`config.mk`:
```
export PLATFORM = sky130hd
export DESIGN_NAME = mem_arbiter
export DESIGN_NICKNAME = d
export VERILOG_FILES = /design/src/rtl/mem_arbiter.sv
export SDC_FILE = /design/constraint.sdc
export NUM_CORES = 1
export LEC_CHECK = 0
export CORE_UTILIZATION = 34
export CTS_CLUSTER_DIAMETER = 40
export DETAILED_ROUTE_END_ITERATION = 7
export MAX_ROUTING_LAYER = met4
export PLACE_DENSITY = 0.79
export SLEW_MARGIN = 20
export SYNTH_ARGS = -nofsm -noshare
export SYNTH_HDL_FRONTEND = slang
export SYNTH_SLANG_ARGS = --single-unit
```
`constraint.sdc`:
```
create_clock -name clk -period 2.85 [get_ports clk]
set_clock_uncertainty 0.1 [all_clocks]
set_input_delay 0.57 -clock clk [delete_from_list [all_inputs] [get_ports clk]]
set_output_delay 0.57 -clock clk [all_outputs]
set_load 0.01 [all_outputs]
```
`src/rtl/mem_arbiter.sv`:
```
// mem_arbiter: round-robin sharing of a single-port RAM between the CPU (C) and debug (D) ports,
// with an exclusive debug lock, a CPU stall and a saturating stall counter.
module mem_arbiter #(
    parameter int ADDR_W = 4,
    parameter int DATA_W = 8,
    parameter int CNT_W  = 16
) (
    input  logic              clk,
    input  logic              rst,
    input  logic              c_req,
    input  logic              c_we,
    input  logic [ADDR_W-1:0] c_addr,
    input  logic [DATA_W-1:0] c_wdata,
    output logic              c_gnt,
    output logic              c_rvalid,
    output logic [DATA_W-1:0] c_rdata,
    output logic              c_stall,
    input  logic              d_req,
    input  logic              d_we,
    input  logic              d_lock,
    input  logic [ADDR_W-1:0] d_addr,
    input  logic [DATA_W-1:0] d_wdata,
    output logic              d_gnt,
    output logic              d_rvalid,
    output logic [DATA_W-1:0] d_rdata,
    output logic              d_locked,
    output logic [ADDR_W-1:0] mem_addr,
    output logic [DATA_W-1:0] mem_wdata,
    output logic              mem_we,
    input  logic [DATA_W-1:0] mem_rdata,
    output logic [CNT_W-1:0]  stall_cnt
);
    typedef enum logic {IDLE, LOCKED} state_t;
    state_t state, state_nx;
    logic last_d, last_d_nx;
    always_comb begin
        state_nx  = state;
        last_d_nx = last_d;
        c_gnt     = 1'b0;
        d_gnt     = 1'b0;
        if (state == LOCKED) begin
            d_gnt     = d_req;
            last_d_nx = 1'b1;
            if (!d_lock) state_nx = IDLE;
        end else begin
            // on a tie the port that did not win last time gets the RAM
            c_gnt = c_req & (~d_req | last_d);
            d_gnt = d_req & (~c_req | ~last_d);
            if (c_gnt) last_d_nx = 1'b0;
            if (d_gnt) last_d_nx = 1'b1;
            if (d_gnt && d_lock) state_nx = LOCKED;
        end
        if (rst) begin
            c_gnt = 1'b0;
            d_gnt = 1'b0;
        end
    end
    assign d_locked  = (state == LOCKED);
    assign c_stall   = ~rst & ((c_req & ~c_gnt) | d_locked);
    assign mem_addr  = c_gnt ? c_addr : d_gnt ? d_addr : '0;
    assign mem_wdata = c_gnt ? c_wdata : d_gnt ? d_wdata : '0;
    assign mem_we    = c_gnt ? c_we : (d_gnt & d_we);
    assign c_rdata   = c_rvalid ? mem_rdata : '0;
    assign d_rdata   = d_rvalid ? mem_rdata : '0;
    always_ff @(posedge clk or posedge rst) begin
        if (rst) begin
            state     <= IDLE;
            last_d    <= 1'b1;
            c_rvalid  <= 1'b0;
            d_rvalid  <= 1'b0;
            stall_cnt <= '0;
        end else begin
            state    <= state_nx;
            last_d   <= last_d_nx;
            c_rvalid <= c_gnt & ~c_we;
            d_rvalid <= d_gnt & ~d_we;
            if (c_stall && stall_cnt != '1) stall_cnt <= stall_cnt + 1'b1;
        end
    end
endmodule

```
== Word-level counts from Yosys, hierarchy flattened ==
Index checks and enable logic that the tools add are counted.

* Word-level logic and storage cells: 44
* Input bits: 39
* Register bits: 20
* Output and inout bits: 51

* Multiplexer cells: 17
* $add $sub $neg: 1
* Reduce and logical (&&, ||, !) cells: 3
* Bitwise gates (word level): 17
* Equality and inequality tests: 1

{| class="wikitable"
|+ Operator list
! kind !! number
|-
| two-way mux 8 bit || 4
|-
| adder 16 x 1 -> 16 bit (second input constant) || 1
|-
| != test 16 bit (second input constant) || 1
|-
| two-way mux 1 bit || 11
|-
| two-way mux 4 bit || 2
|-
| bitwise AND 1 bit || 7
|-
| NOT 1 bit || 7
|-
| OR 1 bit || 3
|-
| nonzero test 3 bit || 1
|-
| logical AND 1 bit || 2
|}

== Depth between registers and ports, before layout ==
* Depth in word-level cells: 10
* Mapped depth: 5

== Worst setup path after synthesis ==
No wires, ideal clock.

* Path kind: in2out
* Start point: input rst
* End point: output mem_addr[2]
* Data arrival time: 1966 ps
* Required time: 2180 ps
* Slack: 214 ps
* Buffers on the path: 1
* Cell stages on the path: 4
* Cell sequence: inv_1 o2111a_1 clkbuf_1 a22o_1

* Elaborated cells between the ends (all ways): 4
* Classes of those cells: mux (4)

{| class="wikitable"
|+ RTL lines
! element !! line !! text
|-
| start, declared || 9 || <nowiki>input logic rst,</nowiki>
|-
| two-way mux 1 bit || 53 || <nowiki>if (rst) begin</nowiki>
|-
| named net c_gnt || 14 || <nowiki>output logic c_gnt,</nowiki>
|-
| two-way mux 4 bit || 60 || <nowiki>assign mem_addr = c_gnt ? c_addr : d_gnt ? d_addr : '0;</nowiki>
|-
| end, declared || 27 || <nowiki>output logic [ADDR_W-1:0] mem_addr,</nowiki>
|}

The timed path passes the listed nets, and every way through them passes these cells.

== Worst setup path in the final report ==
* Start point: input c_req
* End point: output d_gnt

* Cells in the longest elaborated chain, start to end: 5

{| class="wikitable"
|+ RTL lines
! element !! line !! text
|-
| start, declared || 10 || <nowiki>input logic c_req,</nowiki>
|-
| NOT 1 bit || 48 || <nowiki>d_gnt = d_req & (~c_req | ~last_d);</nowiki>
|-
| OR 1 bit || 48 ||
|-
| bitwise AND 1 bit || 48 ||
|-
| two-way mux 1 bit || 41 || <nowiki>if (state == LOCKED) begin</nowiki>
|-
| two-way mux 1 bit || 53 ||
|-
| end, declared || 23 || <nowiki>output logic d_gnt,</nowiki>
|}

Every way passes these cells.

==> results.md <==
- Die Y: 62.7 um
- Largest cells by area after synthesis: dfrtp_1 (38%), a22o_1 (9.1%), and2_1 (8.5%)
- Initial standard-cell utilization of the core: between 30% and 40%
- Most frequent CP cell: clkdlybuf4s50_1
- Type of destination of the critical path: output pin
- Die area: ~3900 sq um
- FF+latch count, synth: 20
- Fin crit period: between 2 and 3 ns
- Worst IR Drop VDD: approximately 0.00033 V
- Combinational power share: approximately two fifths
- Layout Cells excl Fill: approximately 270
- Post-Synthesis Cells: between 100 and 150
- Arrival time reported for the critical path endpoint: between 2 and 2.5 ns
- Critical-path top delay cell: clkdlybuf4s50_1
- Critical path launch point type: input pin
- Nets@finish: around 270
- Number of antenna violations at the first check in global routing: 0
- Status: complete, no violations
- Int Power: approximately 0.00065 W
- Share of total power in the clock network: just under 20%
- Share of synthesized cell area in full adder, half adder and majority cells: less than 1%
- Delay of the slowest cell on the worst path: between 0.5 and 0.6 ns
- # port buffers: 89
- Leakage power of the design: 1.03 nW
- Maximum buffer depth of the clock tree: 2
- Root Buffer Master: clkbuf_8
- Dominant combinational cell family by area after synthesis: simple AND/OR/NAND/NOR gates
- Fraction of synthesized cell area taken by the top area cell type: a little under two fifths
- Final clock period utilization by the worst path: around 98%
- Relative contribution of sequential cells to total power: approximately 41%
- Ant. Diodes: 0
- Post-route DRC violation count: 0
- Global placement routability congestion: between 0.9 and 1
- Origin of the critical flop-to-flop path: stall_cnt[0]$_DFFE_PP0P_
- Netlist Area Pre-Place: roughly 1300 sq um
- H-tree Lvls: 1
- Layout overhead on the synthesized area: 88.2%
- Total power density per cell area: 410 nW/um^2
- Total GRT Usage: between 20% and 30%
- Number of nets in the synthesized netlist: 159
- Count of routing violations after the opening detailed-route iteration: 17
- WP data required: around 2.2 ns
- Critical path start-end classification: input pin to output pin
- Post-detailed-route count of antenna-violating nets: 0
- Setup crit start: c_req
- TritonCTS buffer count: 3
- Max-slew violation total from the final report: 0
- Number of different library cells in the post-synthesis netlist: 33
- Synth Area in Compound Gates: approximately a fifth
- Endpoints failing hold: 0
- Final setup violation count: 0
- Worst Tran Pin Value: 0.420 ns
- Wire length of the first global-routing pass: ~6.6 mm
- Area leader, netlist: dfrtp_1
- Fin area: ~2400 sq um
- DR vias: roughly 1.4k
- Share of layout cells above drive strength 1: between 15 and 20%
- Avg Vias per Cell: ~5
- Area of the core: 3440 sq um
- Mean instance size in the synthesized netlist: between 10 and 15 sq um
- Net Sw Frac: between 30 and 40%
- Clk slew on worst S/H paths: around 0.07 ns
- FP Rows: 21
- DP Cell Count: 261
- Relative max-transition margin: 72.0%
- Worst Slack Setup Final: between 0.04 and 0.05 ns
- Capture point of the worst path: d_gnt
- TritonCTS clock tree: done
- R2r worst-path depth: 5
- Vias in the first global route: around 1.4k
- Largest fanout on the critical path: 6
- Worst min-delay path class: register to register
- Capture point of the worst reg-to-reg path: stall_cnt[7]$_DFFE_PP0P_
- Drt first pass iters: 4
- Die Width: around 63 um
- Total wire length: slightly above 4 mm
- Maximum number of pins on one net before global-route repair: 21
- Hold buffer count at CTS: 0
- Wire per inst: 15.1 um
- Number of primary I/O pins: 90
- Synth Area in Simple Gates: about a quarter
- Max frequency: roughly 360 MHz
- Max capacitance violation total: 0
- Number of clock sinks: 20
- Yosys Warn Count: 0
- Cells traversed along the worst timing path: clkdlybuf4s50_1 > a311oi_2 > buf_4 > clkdlybuf4s50_1
- Cell area after placement: around 2300 sq um
- FF-to-FF setup slack: around 0.90 ns
- Clock latency on the worst-skew pair: 0.26 ns
- Minimum setup slack after placement: -0.147 ns
- GRT overflow: 0
- Final HPWL DP: around 3.4 mm
- Post-synthesis xor/xnor area fraction: between 7 and 8%
- Sequential area share after synthesis: 40.1%
- Switching pwr: 0.000316 W
- Multiplexer area fraction after synthesis: around 3.5%
[power by group through the flow]
stage | clock network, W | logic [W] | registers, W
2_1_floorplan | 0 | 0.000142 | 0.000410
3_3_place_gp | 0 | 0.000376 | 0.000397
3_5_place_dp | 0 | 0.000384 | 0.000403
4_1_cts | 0.000192 | 0.000385 | 0.000399
5_1_grt | 0.000206 | 0.000414 | 0.000409
6_report | 0.000187 | 0.000382 | 0.000398
[repair_timing]
action,CTS,global route
setup endpoints to repair,14,4
pin swaps,1,0
gates resized for setup,16,5
cloned,1,0
buffers inserted,6,2
[flip-flops by register name (all words and copies together), names as in the netlist]
| signal | count |
|---|---|
| c_rvalid | 1 |
| d_locked | 1 |
| d_rvalid | 1 |
| last_d | 1 |
| stall_cnt | 16 |
[cells in the mapped netlist, drive strengths merged]
master / number
and2: 17
or4: 1
mux2i: 1
a31oi: 1
a21oi: 3
o2111a: 1
and4bb: 1
dfrtp: 19
nor2b: 4
nand3: 7
nand2: 6
a311oi: 1
or2: 1
nor2: 3
nand3b: 1
o2111ai: 2
a2111oi: 2
a22o: 13
dfstp: 1
xnor2: 9
xor2: 2
nand4: 7
mux2: 3
ha: 1
inv: 5
buf: 1
clkbuf: 1
o21ai: 2
and3: 2
nor4: 1
[metrics by stage]
stage	setup TNS (ns)	hold WS [ns]	util [%]	total power, W
6_report	0	0.428	68.5	0.000967
5_1_grt	-0.000229	0.461	68.5	0.00103
4_1_cts	0	0.425	68.2	0.000976
3_5_place_dp	-1.61	0.414	65.6	0.000787
3_3_place_gp	-0.756	0.406	65.6	0.000773
2_1_floorplan	0	0.436	-	0.000552
[layout by cell type (no fill, tap or decap), drive strengths merged]
cell type | synthesis | final
clkdlybuf4s50 | 0 | 75
dfrtp | 19 | 19
buf | 1 | 18
and2 | 17 | 17
a22o | 13 | 13
dlygate4sd2 | 0 | 11
xnor2 | 9 | 9
nand3 | 7 | 7
nand4 | 7 | 7
nand2 | 6 | 6
clkbuf | 1 | 6
inv | 5 | 5
nor2b | 4 | 4
nor2 | 3 | 3
a21oi | 3 | 3
mux2 | 3 | 3
a2111oi | 2 | 2
o21ai | 2 | 2
xor2 | 2 | 2
o2111ai | 2 | 2
and3 | 2 | 2
or4 | 1 | 1
nand3b | 1 | 1
nor4 | 1 | 1
a31oi | 1 | 1
o2111a | 1 | 1
a311oi | 1 | 1
and4bb | 1 | 1
mux2i | 1 | 1
or2 | 1 | 1
ha | 1 | 1
dfstp | 1 | 1
dlymetal6s2s | 0 | 1
[logic make-up (layout without fill, tap and decap cells)]
logic type                 after synthesis  count (layout)
AOI/OAI and AO/OA                       25              25
xor gates and xnor gates                11              11
adders and majority gates                1               1
buffers and inverters                    7             116
DFF                                     20              20
muxes                                    4               4
and+or+nand+nor                         51              51
[critical path: cells and delay by family]
kind,cells,cell delay (ns)
AO/OA/AOI/OAI,1,0.36
buffers and inverters,3,1.21
[worst min path at each step]
stage                                          from                         to  slack, ns  cells after the start
final                      stall_cnt[8]$_DFFE_PP0P_   stall_cnt[8]$_DFFE_PP0P_       0.43                      1
after global routing      stall_cnt[11]$_DFFE_PP0P_  stall_cnt[11]$_DFFE_PP0P_       0.46                      1
after global placement     stall_cnt[8]$_DFFE_PP0P_   stall_cnt[8]$_DFFE_PP0P_       0.41                      1
after floorplan                                 rst         c_rvalid$_DFF_PP0_       0.44                      1
after CTS                  stall_cnt[8]$_DFFE_PP0P_   stall_cnt[8]$_DFFE_PP0P_       0.43                      1
after detailed placement  stall_cnt[11]$_DFFE_PP0P_  stall_cnt[11]$_DFFE_PP0P_       0.41                      1
[final cells by class]
type / count / area [sq um]
Clock buffer: 4 / 45.0
Inverter: 5 / 18.8
Tap cell: 46 / 57.6
Multi-Input combinational cell: 92 / 729
Timing Repair Buffer: 107 / 1000
Sequential cell: 20 / 502
Fill cell: 271 / 1080
[routing by layer]
| metal | GRT usage (%) | vias to the layer above | share of wire [%] |
|---|---|---|---|
| met4 | 8.14 | 0 | 3.0 |
| met5 | - | - | 0 |
| met1 | 23.8 | 651 | 38 |
| met2 | 39.3 | 59 | 54 |
| met3 | 4.38 | 12 | 5.2 |
| li1 | - | 660 | - |
Note: power is estimated with default switching activity, not from simulation.
